===== config.mk =====
export PLATFORM = sky130hd
export DESIGN_NAME = serial_adder
export DESIGN_NICKNAME = d
export VERILOG_FILES = /design/src/rtl/serial_adder.sv
export SDC_FILE = /design/constraint.sdc
export NUM_CORES = 1
export LEC_CHECK = 0
export BUFFER_PORTS_ARGS = -buffer_cell sky130_fd_sc_hd__buf_2
export CORE_MARGIN = 2
export CORE_UTILIZATION = 38
export CTS_BUF_LIST = sky130_fd_sc_hd__clkbuf_8
export CTS_CLUSTER_DIAMETER = 40
export DETAILED_ROUTE_END_ITERATION = 10
export PLACE_DENSITY = 0.68
export SLEW_MARGIN = 30
export SYNTH_ARGS = -nofsm -noshare
export SYNTH_HDL_FRONTEND = slang
export SYNTH_SLANG_ARGS = --single-unit

===== constraint.sdc =====
create_clock -name clk -period 1.6 [get_ports clk]
set_input_delay 0.32 -clock clk [delete_from_list [all_inputs] [get_ports clk]]
set_output_delay 0.32 -clock clk [all_outputs]
set_load 0.05 [all_outputs]

===== src/rtl/serial_adder.sv =====
// Bit-serial adder: one bit position per clock, LSB first. The result and the
// final carry are published together on entry to DONE.
module serial_adder #(
   parameter int WIDTH = 8
) (
   input  logic             clk,
   input  logic             rst,
   input  logic             start,
   input  logic [WIDTH-1:0] a,
   input  logic [WIDTH-1:0] b,
   input  logic             cin,
   output logic             busy,
   output logic             done,
   output logic [WIDTH-1:0] sum,
   output logic             cout
);

   localparam int              CW   = $clog2(WIDTH);
   localparam logic [CW-1:0]   LAST = CW'(WIDTH - 1);

   typedef enum logic [1:0] {IDLE, RUN, DONE} state_t;

   state_t           state;
   logic [WIDTH-1:0] a_sh;
   logic [WIDTH-1:0] b_sh;
   logic [WIDTH-1:0] r_sh;
   logic             carry;
   logic [CW-1:0]    cnt;

   logic             s_bit;
   logic             c_bit;
   logic [WIDTH-1:0] r_next;

   assign s_bit  = a_sh[0] ^ b_sh[0] ^ carry;
   assign c_bit  = (a_sh[0] & b_sh[0]) | (a_sh[0] & carry) | (b_sh[0] & carry);
   assign r_next = {s_bit, r_sh[WIDTH-1:1]};

   always_ff @(posedge clk or posedge rst) begin
      if (rst) begin
         state <= IDLE;
         a_sh  <= '0;
         b_sh  <= '0;
         r_sh  <= '0;
         carry <= 1'b0;
         cnt   <= '0;
         busy  <= 1'b0;
         done  <= 1'b0;
         sum   <= '0;
         cout  <= 1'b0;
      end else begin
         case (state)
            IDLE: begin
               done <= 1'b0;
               if (start) begin
                  a_sh  <= a;
                  b_sh  <= b;
                  carry <= cin;
                  cnt   <= '0;
                  busy  <= 1'b1;
                  state <= RUN;
               end
            end
            RUN: begin
               a_sh  <= a_sh >> 1;
               b_sh  <= b_sh >> 1;
               r_sh  <= r_next;
               carry <= c_bit;
               cnt   <= cnt + CW'(1);
               // Last bit: publish straight from the adder so sum never shows partial bits
               if (cnt == LAST) begin
                  sum   <= r_next;
                  cout  <= c_bit;
                  busy  <= 1'b0;
                  done  <= 1'b1;
                  state <= DONE;
               end
            end
            DONE: begin
               done  <= 1'b0;
               state <= IDLE;
            end
            default: begin
               busy  <= 1'b0;
               done  <= 1'b0;
               state <= IDLE;
            end
         endcase
      end
   end

endmodule


Yosys cells after proc, flatten, opt, wreduce, memory -nomap -nowiden:

Cells that the tools add are included.

* logic and storage cells: 46
* output and inout port bits: 11
* input port bits: 20
* register bits: 41

* bitwise operators: 8
* reduce and logical (&&, ||, !) cells: 6
* mux-type cells: 16
* eq/ne operators: 5
* $add $sub $neg: 1

Operator list (number)
* $pmux 8 s2: 2
* $mux 8: 2
* $pmux 3 s2: 1
* $reduce_and 2->1: 3
* $mux 1: 5
* $mux 2: 2
* $ne 2x2->1 const B: 2
* $pmux 2 s2: 1
* $add 3x1->3 const B: 1
* $and 1x1->1: 3
* $eq 3x3->1 const B: 1
* $mux 3: 1
* $pmux 1 s3: 1
* $reduce_and 3->1: 1
* $eq 2x1->1 const B: 1
* $eq 2x2->1 const B: 1
* $logic_not 2->1: 1
* $or 1x1->1: 2
* $pmux 1 s2: 1
* $reduce_bool 2->1: 1
* $xor 1x1->1: 2
* $not 1->1: 1

Depth between registers and ports, before layout:

* word-level depth: 4
* gate-level depth with buffers: 5
* depth with buffers taken out: 4

Worst setup path after synthesis:

Ideal clock, no wire load.

* kind: register to register
* start: register cnt[0]
* end: register cout
* cell stages (with the launch flop): 5
* clock period less this slack: 1363 ps
* data required time: 1475 ps
* path buffers: 0
* arrival: 1238 ps
* library setup time: 125 ps
* slack: 237 ps
* path through: dfrtp_1 ha_1 ha_1 nand2_4 mux2_2

* longest elaborated chain between the ends: 2

RTL lines
* start: declaration: RTL line 28 `logic [CW-1:0] cnt;`
* start signal: assignment: RTL line 68 `cnt <= cnt + CW'(1);`
* $eq 3x3->1: RTL line 70 `if (cnt == LAST) begin`
* $reduce_and 2->1 (no line)
* end signal: assignment: RTL line 72 `cout <= c_bit;`
* end: declaration: RTL line 15 `output logic cout`

No other way between the ends.
A chain may end at the register's enable or synchronous reset.

Worst setup path in the final report:

* start: register cnt[0]
* end: register sum[6]

* longest elaborated chain between the ends: 2

RTL lines
* $eq 3x3->1: RTL line 70
* $reduce_and 2->1 (no line)
* end signal: assignment: RTL line 71 `sum <= r_next;`
* end: declaration: RTL line 14 `output logic [WIDTH-1:0] sum,`

No other way between the ends.

==> run_results.csv <==
group,metric,value,unit
cts,cts_resized,0,
timing,slew_headroom,59.9,%
yosys,synth_top_area_cell,"dfrtp_1",
route,num_vias,1265,
finish,layout.cells.non_filler,248,
timing,final_hold_viol_count,0,
yosys,synth_warnings,0,
finish,multi_input_area,659,µm²
timing,finalSetupViolations,0,
floorplanning,ioPinCount,31,
power,vdd_drop_max,1010,µV
setup_path,cp_top_family,"adder cells",
yosys,syn_avg_cell_area,11.1,µm²
floorplanning,rows,24,
yosys,synth_area_leaders,"dfrtp_1 56%, mux2_2 5.7%, a32oi_1 5.4%",
finish,fin_util,47.6,%
timing,final_max_slew_viol_count,0,
cts,postCtsHoldBufs,0,
route,firstDrtPassIters,4,
route,drt_iter0_markers,88,
floorplanning,die_w,72.3,µm
route,totalWireLength,3260,µm
cts,clockBufferDepth,2,
timing,period_minus_slack,1480,ps
setup_path,slowest_delay,400,ps
route,post_drt_wl_per_cell,13.1,µm
route,drtAntennaViolNets,0,
setup_path,slowest_stage,"dfrtp_1",
cts,cts_tree,"done",
worst_hold_path,hp-class,"primary input to async pin",
cts,cts_sinks,40,
finish,fill_cells,395,
yosys,yosys_most_used_dff,"dfrtp_1",
finish,antenna_cells,0,
yosys,ys_types,23,
yosys,syn-num-nets,183,
setup_path,end_kind,"flip-flop",
yosys,synthCells,160,
timing,fin_crit_sh,92.4,%
job,max-cap-violations,0,
yosys,ys_seq_area_share,56.4,%
yosys,synth-async-reset-ratio,100,%
setup_path,path_common_cell,"ha_1",
route,drc,0,
finish,seq_area,1000,µm²
floorplanning,start_util,40.2,%
finish,drive_gt1_share,31.1,%
place,post-place-cells,240,
global_route,grt_use_total,13.9,%
yosys,synth_edf_count,0,
route,via_per_inst,5.10,
global_route,grt_start_max_net_pins,41,
global_route,grt_pass1_wl,5580,µm
setup_path,cp_num_buf_inv,0,
timing,worst_pin_slew,601,ps
global_route,overflow,0,
setup_path,crit_type,"flip-flop to flip-flop",
setup_path,critPathMaxFanout,10,
finish,area_growth,18.3,%
cts,h-tree-depth,2,
power,power.leakage,1.04,nW
timing,rsz0062_at_grt,"false",
cts,cts_made_buffers,5,
setup_path,worstPathArrival,1660,ps
yosys,synth-seq-cells,40,
place,hpwl,2210,µm
place,gp_congestion,0.731,
global_route,grt_pass1_vias,1188,
floorplanning,core,4410,µm²
cts,post-cts-setup-buffer-count,0,
finish,final_nets,218,
floorplanning,die-area,5230,µm²
setup_path,path_cells,"ha_1 -> ha_1 -> nand2_4 -> mux2_2",
cts,clkSlewWorstSetupHoldPaths,80,ps
global_route,antenna_found_initial,0,
timing,timing.fmax,676,MHz
setup_path,critPathRequiredTime,1780,ps
place,port_buffers,30,
power,powerDensity,2150,nW/µm²
place,placed_area,1990,µm²
yosys,synth_area,1770,µm²
yosys,synth_top_cell_area_share,56.4,%
finish,final_area,2100,µm²
cts,cts_root_buffer,"clkbuf_8",
cts,clk_latency,290,ps
outcome,status,"finished, final reports clean",
floorplanning,fp.dieH,72.3,µm
timing,finalClockSkew,3.67,ps
setup_path,startpoint_type,"flip-flop",
-- synthesized netlist by cell type (3+ instances only) --
library cell,instances
o21a_1,11
o221a_2,4
nand2_1,22
a22o_1,4
dfrtp_1,40
nand3b_1,4
nand2b_1,3
a32oi_1,11
inv_1,15
mux2_2,9
buf_2,6
nor2_1,17
-- power by group --
part,internal (mW),leakage [nW],switching (mW)
Sequential,1.48,0.477,0.264
Clock,0.456,0.0593,0.348
Combinational,0.779,0.505,1.18
-- per-layer routing --
| metal | track usage (%) | up-vias | share of wire [%] |
|---|---|---|---|
| li1 | - | 618 | - |
| met1 | 19.8 | 601 | 50 |
| met2 | 20.2 | 42 | 43 |
| met3 | 3.61 | 4 | 5.1 |
| met4 | 5.66 | 0 | 1.3 |
| met5 | 0 | - | 0 |
-- sequential cells by signal (all words and copies together), names as in the netlist, 2 cells and up --
name and count:
a_sh 8, b_sh 8, sum 8, r_sh 7, cnt 3, state 2
-- placed cells by master, fill, tap and decap left out, types with 2 or more instances in the layout --
| master | n |
|---|---|
| nand2_1 | 22 |
| a32oi_1 | 11 |
| o21a_1 | 11 |
| buf_2 | 30 |
| o221a_2 | 4 |
| buf_4 | 8 |
| mux2_2 | 9 |
| ha_1 | 2 |
| inv_1 | 16 |
| nand2b_1 | 3 |
| o21ai_0 | 2 |
| dfrtp_1 | 40 |
| nor2_1 | 16 |
| clkbuf_8 | 5 |
| a22o_1 | 4 |
| nand3b_1 | 4 |
-- worst reg2reg max path, cell delays in order, from the launching register on --
cell	delay, ps
dfrtp_1	400
ha_1	200
ha_1	250
nand2_4	160
mux2_2	360
-- final cells by class --
class | count | share of cell area [%]
Clock buffer | 5 | 3.28
Sequential cell | 40 | 47.7
Multi-Input combinational cell | 95 | 31.4
Timing Repair Buffer | 38 | 10.0
Tap cell | 52 | 3.10
Inverter | 15 | 2.68
Clock inverter | 3 | 1.85
-- worst paths after layout --
kind / from / to / slack, ps / cells after the start
min reg2reg: r_sh[1] / r_sh[1] / 490 / 2
max in group asynchronous: rst / a_sh[1] / 1110 / 3
max reg2reg: cnt[0] / sum[6] / 120 / 4
max: cnt[0] / sum[6] / 120 / 4
min in group clk: a[7] / a_sh[7] / 250 / 2
min: rst / sum[1] / 140 / 3
-- metrics by stage --
step	setup TNS [ps]	setup slack, ps	hold slack (ps)	power [mW]
3_3_place_gp	-3.77	-1.61	459	3.69
2_1_floorplan	0	237	442	3.30
5_1_grt	0	52.7	188	4.84
6_report	0	122	144	4.51
3_5_place_dp	-22.9	-9.51	472	3.74
4_1_cts	0	48.2	156	4.56
-- cells by family (layout without fill, tap and decap cells) --
group / after synthesis / after routing / synth area share (%)
simple gates: 48 / 48 / 12.4
fa+ha+maj: 3 / 3 / 2.54
buf+inv: 25 / 61 / 6.56
flops: 40 / 40 / 56.4
mux: 9 / 9 / 5.71
compound gates: 35 / 35 / 16.4
Note: power is estimated with default switching activity, not from simulation.
